<file path="config.mk">
export PLATFORM = sky130hd
export DESIGN_NAME = ps2_key_decoder
export DESIGN_NICKNAME = d
export VERILOG_FILES = /design/src/rtl/ps2_key_decoder.sv
export SDC_FILE = /design/constraint.sdc
export NUM_CORES = 1
export LEC_CHECK = 0
export BUFFER_PORTS_ARGS = -buffer_cell sky130_fd_sc_hd__buf_2
export CORE_MARGIN = 5
export CORE_UTILIZATION = 36
export DETAILED_ROUTE_END_ITERATION = 8
export HOLD_SLACK_MARGIN = 0.08
export PLACE_DENSITY = 0.64
export SYNTH_ARGS = -nofsm -noshare
export SYNTH_HDL_FRONTEND = slang
export SYNTH_SLANG_ARGS = --single-unit
</file>
<file path="constraint.sdc">
create_clock -name clk -period 3.4 [get_ports clk]
set_clock_uncertainty 0.05 [all_clocks]
set_input_delay 0.17 -clock clk [delete_from_list [all_inputs] [get_ports clk]]
set_output_delay 0.17 -clock clk [all_outputs]
set_load 0.02 [all_outputs]
</file>
<file path="src/rtl/ps2_key_decoder.sv">
// PS/2 scan-code set-2 decoder: pulls bytes from the receive FIFO, merges E0/F0/E1 prefixes,
// tracks modifier state and presents one held key event (code/ext/brk/ascii) to the bus.
module ps2_key_decoder #(
    parameter int PAUSE_SKIP = 7
) (
    input  logic       clk,
    input  logic       clrn,
    input  logic [7:0] kb_data,
    input  logic       kb_ready,
    input  logic       kb_ovf,
    output logic       kb_rdn,
    output logic       evt_valid,
    input  logic       evt_ack,
    output logic [7:0] evt_code,
    output logic       evt_ext,
    output logic       evt_brk,
    output logic [7:0] evt_ascii,
    output logic       shift,
    output logic       ctrl,
    output logic       caps,
    output logic       sync_err
);

    localparam int SKIP_W = (PAUSE_SKIP > 1) ? $clog2(PAUSE_SKIP + 1) : 1;

    typedef enum logic [1:0] {
        S_IDLE   = 2'd0,
        S_FETCH  = 2'd1,
        S_DECODE = 2'd2
    } state_t;

    state_t              r_state;
    state_t              w_state_nxt;
    logic                r_kb_rdn;
    logic [7:0]          r_byte;
    logic                r_ext_pend;
    logic                r_brk_pend;
    logic [SKIP_W-1:0]   r_skip_cnt;
    logic                r_evt_valid;
    logic [7:0]          r_evt_code;
    logic                r_evt_ext;
    logic                r_evt_brk;
    logic [7:0]          r_evt_ascii;
    logic                r_shl;
    logic                r_shr;
    logic                r_ctl_l;
    logic                r_ctl_r;
    logic                r_caps;
    logic                r_caps_held;
    logic                r_sync_err;

    logic                w_ext_eff;
    logic                w_brk_eff;
    logic [SKIP_W-1:0]   w_skip_eff;
    logic                w_is_resp;
    logic                w_press;
    logic [7:0]          w_ascii;

    function automatic logic [7:0] f_ascii(input logic [7:0] code, input logic ext,
                                           input logic shf, input logic cap);
        logic [7:0] lc;
        if (ext)
            return (code == 8'h5A) ? 8'h0D : 8'h00;
        case (code)
            8'h1C: lc = 8'h61;  8'h32: lc = 8'h62;  8'h21: lc = 8'h63;  8'h23: lc = 8'h64;
            8'h24: lc = 8'h65;  8'h2B: lc = 8'h66;  8'h34: lc = 8'h67;  8'h33: lc = 8'h68;
            8'h43: lc = 8'h69;  8'h3B: lc = 8'h6A;  8'h42: lc = 8'h6B;  8'h4B: lc = 8'h6C;
            8'h3A: lc = 8'h6D;  8'h31: lc = 8'h6E;  8'h44: lc = 8'h6F;  8'h4D: lc = 8'h70;
            8'h15: lc = 8'h71;  8'h2D: lc = 8'h72;  8'h1B: lc = 8'h73;  8'h2C: lc = 8'h74;
            8'h3C: lc = 8'h75;  8'h2A: lc = 8'h76;  8'h1D: lc = 8'h77;  8'h22: lc = 8'h78;
            8'h35: lc = 8'h79;  8'h1A: lc = 8'h7A;
            default: lc = 8'h00;
        endcase
        if (lc != 8'h00)
            return (shf ^ cap) ? (lc - 8'h20) : lc;
        case (code)
            8'h16: return shf ? 8'h21 : 8'h31;
            8'h1E: return shf ? 8'h40 : 8'h32;
            8'h26: return shf ? 8'h23 : 8'h33;
            8'h25: return shf ? 8'h24 : 8'h34;
            8'h2E: return shf ? 8'h25 : 8'h35;
            8'h36: return shf ? 8'h5E : 8'h36;
            8'h3D: return shf ? 8'h26 : 8'h37;
            8'h3E: return shf ? 8'h2A : 8'h38;
            8'h46: return shf ? 8'h28 : 8'h39;
            8'h45: return shf ? 8'h29 : 8'h30;
            8'h29: return 8'h20;
            8'h5A: return 8'h0D;
            8'h66: return 8'h08;
            8'h76: return 8'h1B;
            8'h0D: return 8'h09;
            default: return 8'h00;
        endcase
    endfunction

    // An ack in the same cycle frees the output register, so the next read can start immediately.
    always_comb begin
        w_state_nxt = r_state;
        case (r_state)
            S_IDLE:   if (kb_ready && (!r_evt_valid || evt_ack)) w_state_nxt = S_FETCH;
            S_FETCH:  w_state_nxt = S_DECODE;
            S_DECODE: w_state_nxt = S_IDLE;
            default:  w_state_nxt = S_IDLE;
        endcase
    end

    always_ff @(posedge clk or negedge clrn) begin
        if (!clrn) begin
            r_state  <= S_IDLE;
            r_kb_rdn <= 1'b1;
        end else begin
            r_state  <= w_state_nxt;
            r_kb_rdn <= (w_state_nxt != S_FETCH);
        end
    end

    always_ff @(posedge clk) begin
        if (r_state == S_FETCH)
            r_byte <= kb_data;
    end

    // Overflow discards any pending prefix/skip state before the current byte is classified.
    always_comb begin
        w_ext_eff  = r_ext_pend & ~kb_ovf;
        w_brk_eff  = r_brk_pend & ~kb_ovf;
        w_skip_eff = kb_ovf ? '0 : r_skip_cnt;
        w_is_resp  = (r_byte == 8'hAA) || (r_byte == 8'hFA) ||
                     (r_byte == 8'hEE) || (r_byte == 8'hFE);
        w_press    = ~w_brk_eff;
        w_ascii    = f_ascii(r_byte, w_ext_eff, r_shl | r_shr, r_caps);
    end

    always_ff @(posedge clk or negedge clrn) begin
        if (!clrn) begin
            r_ext_pend  <= 1'b0;
            r_brk_pend  <= 1'b0;
            r_skip_cnt  <= '0;
            r_evt_valid <= 1'b0;
            r_evt_code  <= 8'h00;
            r_evt_ext   <= 1'b0;
            r_evt_brk   <= 1'b0;
            r_evt_ascii <= 8'h00;
            r_shl       <= 1'b0;
            r_shr       <= 1'b0;
            r_ctl_l     <= 1'b0;
            r_ctl_r     <= 1'b0;
            r_caps      <= 1'b0;
            r_caps_held <= 1'b0;
            r_sync_err  <= 1'b0;
        end else begin
            if (r_evt_valid && evt_ack) begin
                r_evt_valid <= 1'b0;
                r_sync_err  <= 1'b0;
            end
            if (r_state == S_DECODE) begin
                if (kb_ovf) begin
                    r_ext_pend <= 1'b0;
                    r_brk_pend <= 1'b0;
                    r_skip_cnt <= '0;
                    r_sync_err <= 1'b1;
                end
                if (w_skip_eff != '0) begin
                    r_skip_cnt <= w_skip_eff - SKIP_W'(1);
                end else if (r_byte == 8'hE1) begin
                    r_skip_cnt <= SKIP_W'(PAUSE_SKIP);
                end else if (r_byte == 8'hE0) begin
                    r_ext_pend <= 1'b1;
                end else if (r_byte == 8'hF0) begin
                    r_brk_pend <= 1'b1;
                end else if ((r_byte == 8'h00) || (r_byte == 8'hFF)) begin
                    r_sync_err <= 1'b1;
                    r_ext_pend <= 1'b0;
                    r_brk_pend <= 1'b0;
                end else if (w_is_resp && !w_ext_eff && !w_brk_eff) begin
                    r_ext_pend <= 1'b0;
                end else begin
                    r_evt_valid <= 1'b1;
                    r_evt_code  <= r_byte;
                    r_evt_ext   <= w_ext_eff;
                    r_evt_brk   <= w_brk_eff;
                    r_evt_ascii <= w_ascii;
                    r_ext_pend  <= 1'b0;
                    r_brk_pend  <= 1'b0;
                    if (!w_ext_eff) begin
                        case (r_byte)
                            8'h12: r_shl   <= w_press;
                            8'h59: r_shr   <= w_press;
                            8'h14: r_ctl_l <= w_press;
                            8'h58: begin
                                if (w_press && !r_caps_held)
                                    r_caps <= ~r_caps;
                                r_caps_held <= w_press;
                            end
                            default: ;
                        endcase
                    end else if (r_byte == 8'h14) begin
                        r_ctl_r <= w_press;
                    end
                end
            end
        end
    end

    assign kb_rdn    = r_kb_rdn;
    assign evt_valid = r_evt_valid;
    assign evt_code  = r_evt_code;
    assign evt_ext   = r_evt_ext;
    assign evt_brk   = r_evt_brk;
    assign evt_ascii = r_evt_ascii;
    assign shift     = r_shl | r_shr;
    assign ctrl      = r_ctl_l | r_ctl_r;
    assign caps      = r_caps;
    assign sync_err  = r_sync_err;

endmodule

</file>
Yosys cells after proc, flatten, opt, wreduce, memory -nomap -nowiden

Memories as Yosys holds them, arrays and structs flattened. A register that Yosys moved wholly into a read port is not among the register bits.
Cells that the tools add are included.

Bits in registers: 42
Bits in latches: 0
Bits in writable memories: 0
Memory bits (read-only): 896
Output and inout bits: 24
Word-level logic and storage cells: 147
Memories: 1

Add/subtract/negate cells: 2
Multipliers: 0
Divide/modulo/power cells: 0
Order comparisons: 0
Equality and inequality tests: 30
Shift operators: 0
Mux-type cells: 56
Bitwise gates (word level): 15
Reduce and logical (&&, ||, !) cells: 25

Memories:

| memory           | words | width | read ports | clocked after memory_dff | wr ports | RTL line | text |
|---|---|---|---|---|---|---|---|
| (name not given) | 128   | 7     | 1          | 1                        | 0        | 64       | `case (code)` |

Operators by type and width:

| cell                  | count |
|---|---|
| $pmux W7 S15          | 1 |
| $eq A8 B8 Y1 const B  | 8 |
| $eq A8 B6 Y1 const B  | 7 |
| $eq A8 B7 Y1 const B  | 7 |
| $mux W8               | 7 |
| $reduce_and A9 Y1     | 5 |
| $mux W5               | 8 |
| $eq A8 B5 Y1 const B  | 4 |
| $mux W1               | 31 |
| $mux W7               | 3 |
| $not A1 Y1            | 10 |
| $reduce_and A10 Y1    | 1 |
| $mux W3               | 3 |
| $eq A8 B4 Y1 const B  | 1 |
| $logic_not A8 Y1      | 1 |
| $reduce_bool A8 Y1    | 1 |
| $sub A8 B6 Y8 const B | 1 |
| $reduce_and A7 Y1     | 1 |
| $logic_and A1 B1 Y1   | 5 |
| $logic_or A1 B1 Y1    | 5 |
| $logic_not A1 Y1      | 4 |
| $mux W4               | 1 |
| $pmux W2 S2           | 1 |
| $reduce_bool A3 Y1    | 1 |
| 9 further kinds       | 11 |

Logic depth before layout (Yosys ltp)

Gate-level depths: netlist of run 1.

Depth after elaboration: 13
Mapped depth: 11
Depth with buffers taken out: 9

Worst setup path before layout of run 1

Ideal clock, no wire load.

Kind: reg-to-reg
From: register r_state[1]
To: register (tool-made name)
Library setup time: 0.079 ns
Arrival: 2.455 ns
Required time: 3.271 ns
Setup slack: 0.816 ns
Cell stages (with the launch flop): 11
Path buffers: 2
Clock period less this slack: 2.584 ns
Path through: dfrtp_1 nor2b_1 buf_6 buf_2 mux2_2 inv_1 ha_1 nand2_1 and2_1 or4b_1 o211ai_1

RTL lines:

| element                | RTL line | text |
|---|---|---|
| start, declared        | 32       | `state_t r_state;` |
| start signal, assigned | 112      | `r_state <= w_state_nxt;` |

==> results of run 1 <==
## how the worst max path moves through the flow
| stage | startpoint | depth (start not counted) | slack [ns] | end |
|---|---|---|---|---|
| 3_3_place_gp | r_byte[3] | 6 | 0.79 | evt_code[0] |
| 2_1_floorplan | r_state[1] | 10 | 0.82 | flip-flop |
| 5_1_grt | r_state[1] | 8 | 0.46 | flip-flop |
| 6_report | r_state[1] | 8 | 0.72 | flip-flop |
| 3_5_place_dp | r_state[1] | 8 | 0.73 | flip-flop |
| 4_1_cts | r_state[1] | 8 | 0.70 | flip-flop |
## area by class of cell
| cell class | instances | area (µm²) |
|---|---|---|
| Clock buffer | 7 | 86.33 |
| Clock inverter | 1 | 8.758 |
| Fill cell | 893 | 5067 |
| Inverter | 13 | 50.05 |
| Multi-Input combinational cell | 290 | 1871 |
| Sequential cell | 48 | 1212 |
| Tap cell | 108 | 135.1 |
| Timing Repair Buffer | 53 | 332.8 |
## layer usage
layer	share of wire (%)	up-vias
li1	-	1460
met1	46	1466
met2	46	129
met3	6.4	12
met4	1.4	0
met5	0	-
## metrics by stage
| step | util (%) | hold slack [ns] |
|---|---|---|
| after CTS | 42.18 | 0.1124 |
| after floorplan | - | -0.1756 |
| after global placement | 39.95 | 0.2271 |
| final | 42.18 | 0.1136 |
| after detailed placement | 39.95 | 0.2290 |
| after global routing | 42.18 | 0.1199 |
## cells in the final DEF, fill, tap and decap left out, types with 3 or more instances in the layout
| cell type | instances |
|---|---|
| a21oi_1 | 18 |
| a22o_1 | 4 |
| a31oi_1 | 8 |
| and3_1 | 3 |
| and4b_1 | 3 |
| buf_2 | 36 |
| buf_4 | 7 |
| clkbuf_8 | 6 |
| dfrtp_1 | 33 |
| dfxtp_1 | 6 |
| dlygate4sd3_1 | 10 |
| edfxtp_1 | 8 |
| ha_1 | 11 |
| inv_1 | 12 |
| mux2_2 | 7 |
| mux2i_1 | 7 |
| nand2_1 | 63 |
| nand2b_1 | 13 |
| nand3_1 | 14 |
| nand4_1 | 8 |
| nor2_1 | 20 |
| nor2b_1 | 4 |
| nor3_1 | 5 |
| nor3b_1 | 5 |
| nor4_1 | 3 |
| nor4b_1 | 4 |
| o211ai_1 | 3 |
| o21ai_0 | 27 |
| o221ai_1 | 3 |
| o31ai_1 | 3 |
| o32ai_1 | 6 |
| or3_1 | 3 |
| xnor2_1 | 3 |
## worst register-to-register path: stages, from the launching register on
cell and delay [ns]:
dfrtp_1 0.41, nor2b_2 0.46, mux2_2 0.44, inv_1 0.11
ha_1 0.22, nand2_1 0.13, and2_1 0.17, or4b_1 0.50
o211ai_1 0.11
## power by group through the flow
stage	sequential, mW	clock, mW	combinational (mW)
6_report	0.882	0.349	1.01
3_3_place_gp	0.887	0	0.986
3_5_place_dp	0.893	0	0.997
2_1_floorplan	0.944	0	0.651
4_1_cts	0.881	0.361	1.01
5_1_grt	0.908	0.383	1.12
## cell families (layout without fill, tap and decap cells)
logic type,after synthesis,count (layout)
adder cells (fa/ha/maj),11,11
AND/OR/NAND/NOR,164,164
flip-flops,48,48
AO/OA/AOI/OAI,93,93
XOR/XNOR,4,4
buffers and inverters,36,74
multiplexers,18,18
## repair_timing
item,4_1_cts,5_1_grt
hold buffers,10,0
endpoints found under the hold margin,42,0
buffers inserted,0,0
gates resized for setup,0,0
==> impl_metrics.csv, run 1 <==
group,metric,value,unit
layout,drive_gt1_share,16.50,%
setup_path,crit_chain,"nor2b_2, mux2_2, inv_1, ha_1, nand2_1, and2_1, or4b_1, o211ai_1",
die,start_util,37.02,%
logic_synthesis,synthesis.instances,374,
setup_path,critPathTopFamily,"simple AND/OR/NAND/NOR gates",
setup_path,crit_path_top_delay_cell,"or4b_1",
layout,fin_area,3696,µm²
place,port_buffers,36,
logic_synthesis,synth_xor_area_share,1.080,%
power,powerDensity,605.5,nW/µm²
logic_synthesis,synth_top_cells_by_count,"nand2_1 (63), dfrtp_1 (33), o21ai_0 (27)",
setup_path,rrSetupSlack,0.72,ns
setup_path,rr_worst_depth,8,
setup_path,worstSetupEndpointType,"flip-flop",
power,power.total,2.238,mW
power,power.share.switching,41.87,%
grt,grt_max_degree,35,
route,drtPass1Iterations,5,
sta,tightest_slew,0.7326,ns
logic_synthesis,synth_top_family_by_area,"simple AND/OR/NAND/NOR gates",
grt,grt_pass1_vias,2807,
die,num_rows,34,
route,drt_wl_total,8258,µm
route,ant_nets,0,
setup_path,path_buf_inv,1,
hold_path,min_path_cells,4,
power,switching_power,0.9370,mW
sta,fin_crit_sh,78.93,%
clock_tree,clockRootBuffer,"clkbuf_8",
place,hpwl,6197,µm
setup_path,worstPathRequired,3.56,ns
place,place_area,3501,µm²
hold_path,min_from,"evt_ack",
logic_synthesis,async_reset_ff_share,70.83,%
layout,final_cells,520,
grt,grt_use_met1,21.09,%
clock_tree,clk_latency,0.30,ns
logic_synthesis,synthAdderAreaFrac,4.242,%
route,drc,0,
clock_tree,ctsHtreeMaxLevel,2,
job,drv_cap,0,
sta,slew_headroom,51.16,%
setup_path,crit_type,"flip-flop to flip-flop",
die,die_x,104.9,µm
clock_tree,cts_sinks,48,
route,drt-vias-per-instance,5.898,
logic_synthesis,synth.area.mux_share,6.209,%
die,design.portCount,37,
sta,max_freq,372.6,MHz
setup_path,cp.arrival,2.84,ns
grt,overflow,0,
sta,setup_violations,0,
die,core,8763,µm²
route,drtIter0Drc,184,
logic_synthesis,netlist_area,3244,µm²
logic_synthesis,ys.flop_type,"dfrtp_1",
power,cellLeakagePower,1.556,nW
power,sequentialPowerShare,39.4,%
sta,layout_setup_ws,0.7163,ns
setup_path,path_max_fanout,12,
power,ir_drop,0.2077,mV
grt,grt_use_met3,2.343,%
logic_synthesis,synth_edf_count,8,
route,num_vias,3067,
status,status,"complete, no violations",
grt,track_usage,14.88,%
logic_synthesis,synth-compound-area-share,19.44,%
logic_synthesis,synth.distinct_cells,67,
clock_tree,cts.reportedPaths.clkPinSlew,0.09,ns
sta,fin_crit,2.684,ns
clock_tree,tritoncts,"yes",
setup_path,r2r_start,"r_state[1]",
sta,grt_setup_unrepaired,"false",
sta,setup_tns,0,ns
logic_synthesis,yosysWarnings,0,
place,finalWeightedCongestion,0.9521,
layout,diodes,0,
route,wire_per_inst,15.88,µm
logic_synthesis,yosysMostFrequentCell,"nand2_1",
die,dieArea,11010,µm²
hold_path,min_to,"sync_err",
setup_path,startpoint_type,"flip-flop",
logic_synthesis,synth_top_area_share,25.45,%
sta,slew_viol_final,0,
grt,met2_usage,23.83,%
place,pre_cts_slack,0.7299,ns
logic_synthesis,synth.area.top_cells,"dfrtp_1 (25%), edfxtp_1 (7.4%), nand2_1 (7.3%)",
grt,top_usage_layer,"met2",
logic_synthesis,ys_seq_area_share,37.37,%
power,power_frac_clock,15.6,%
power,p_comb_share,45.0,%
grt,antenna_found_initial,0,
logic_synthesis,syn-num-nets,398,
place,dp.cells,502,
logic_synthesis,synth_simple_gate_area_share,26.61,%
logic_synthesis,ys_seq_elements,48,
grt,grt_first_pass_wirelength,13900,µm
clock_tree,clock_path_buffers,2,
logic_synthesis,synth.avg_cell_area,8.675,µm²
logic_synthesis,yosysTopAreaCell,"dfrtp_1",
layout,syn_to_final_growth,13.92,%
setup_path,slowest_delay,0.50,ns
hold_path,hold_path.class,"primary input to flip-flop",
die,dieHeight,104.9,µm
layout,num-nets-final,435,
clock_tree,cts_buffers,5,
power,p_int,1.301,mW
sta,hold_violations,0,
Note: power is estimated with default switching activity, not from simulation.
==> run 2: changes to the inputs <==
- PLACE_DENSITY: 0.64 -> 0.65
- clock period: 3.4 -> 2.4 ns (I/O delays scaled with it)
==> impl_metrics.csv, run 2 (same netlist as run 1, synthesis figures left out) <==
group,metric,value,unit
status,status,"complete, no violations",
place,port_buffers,36,
route,drc,0,
sta,hold_violations,0,
power,switching_power,1.405,mW
sta,tightest_slew,0.7278,ns
die,dieArea,11010,µm²
clock_tree,clock_path_buffers,2,
power,p_comb_share,50.2,%
sta,max_freq,441.2,MHz
setup_path,path_max_fanout,7,
power,sequentialPowerShare,35.3,%
layout,final_core_util,45.49,%
layout,final_common_cell,"nand2_1",
clock_tree,ctsHtreeMaxLevel,2,
power,p_int,1.949,mW
grt,grt_max_degree,35,
clock_tree,cts_sinks,48,
route,drt-vias-per-instance,5.652,
grt,track_usage,16.09,%
power,powerDensity,841.4,nW/µm²
grt,overflow,0,
sta,fin_crit,2.267,ns
place,finalWeightedCongestion,0.9279,
layout,diodes,0,
power,cellLeakagePower,1.734,nW
route,wire_per_inst,15.84,µm
route,drt_wl_total,8775,µm
place,hpwl,6692,µm
clock_tree,clockRootBuffer,"clkbuf_8",
layout,syn_to_final_growth,22.87,%
die,start_util,37.02,%
die,dieHeight,104.9,µm
setup_path,cp.arrival,2.45,ns
sta,setup_violations,0,
clock_tree,tritoncts,"yes",
route,drtIter0Drc,135,
layout,final_cell_mix,"nand2_1 (63), buf_4 (39), buf_2 (36)",
sta,slew_headroom,51.48,%
die,num_rows,34,
job,drv_cap,0,
grt,grt_first_pass_wirelength,14900,µm
place,place_area,3722,µm²
route,drtPass1Iterations,5,
power,ir_drop,0.2714,mV
clock_tree,cts_buffers,5,
sta,slew_viol_final,0,
setup_path,worstSetupEndpointType,"flip-flop",
layout,final_cells,554,
die,core,8763,µm²
die,design.portCount,37,
route,ant_nets,0,
power,power_frac_clock,14.5,%
clock_tree,clk_latency,0.31,ns
clock_tree,cts.reportedPaths.clkPinSlew,0.09,ns
die,die_x,104.9,µm
setup_path,worstPathRequired,2.58,ns
route,num_vias,3131,
sta,fin_crit_sh,94.45,%
layout,num-nets-final,469,
power,power.total,3.354,mW
layout,drive_gt1_share,23.77,%
setup_path,crit_type,"flip-flop to flip-flop",
power,power.share.switching,41.89,%
setup_path,startpoint_type,"flip-flop",
hold_path,hold_path.class,"primary input to flip-flop",
place,dp.cells,529,
grt,antenna_found_initial,0,
grt,grt_pass1_vias,2937,
layout,fin_area,3986,µm²
## run 2: routing by layer
metal,track usage [%],part of all wire (%),wire (µm)
met3,2.343,5.6,488
met2,25.09,45,3981
met5,0,0,0
met4,6.119,2.8,245
met1,22.55,46,4059
## run 2: final cells by class
class | count | area (µm²)
inverters | 13 | 50.05
multi-input cells | 290 | 1898
well taps | 108 | 135.1
repair buffers | 87 | 603.1
fillers | 873 | 4777
clock inverters | 3 | 18.77
flip-flops and latches | 48 | 1212
clock buffers | 5 | 68.82
## run 2: power by group through the flow
stage	clock, mW	combinational, mW	sequential [mW]
after floorplan	0	0.938	1.34
after global placement	0	1.61	1.20
after detailed placement	0	1.61	1.21
after CTS	0.504	1.63	1.19
after global routing	0.540	1.85	1.22
final	0.487	1.68	1.18
## run 2: path summary, 6_finish.rpt
kind / start / to / slack (ns) / cells past startpoint
min in group asynchronous: clrn / evt_code[4] / 0.35 / 2
min reg2reg: evt_code[2] / evt_code[2] / 0.42 / 2
max in group asynchronous: clrn / evt_ascii[3] / 1.48 / 2
max reg2reg: r_state[1] / flip-flop / 0.13 / 8
max: r_state[1] / flip-flop / 0.13 / 8
min: kb_ovf / sync_err / 0.22 / 3
## run 2: metrics by stage
stage / TNS (ns) / hold slack [ns] / setup slack, ns
floorplan: 0 / -0.2256 / 0.02247
CTS: 0 / 0.2116 / 0.01960
detailed placement: 0 / 0.1783 / 0.05131
finish: 0 / 0.2167 / 0.1332
global placement: 0 / 0.1733 / 0.08062
global route: -0.001529 / 0.2728 / -0.001529
## run 2: critical path, cell delays in order (launching register included)
cell	delay [ns]
dfrtp_1	0.41
nor2b_4	0.20
mux2_4	0.35
inv_1	0.11
ha_2	0.22
nand2_1	0.10
and2_1	0.16
or4b_1	0.50
o211ai_1	0.10
## run 2: what timing repair did
action	4_1_cts	5_1_grt
endpoints found under the setup margin	0	7
gates resized for setup	0	6
hold endpoints to repair	45	0
setup buffers	0	6
hold buffers	11	0
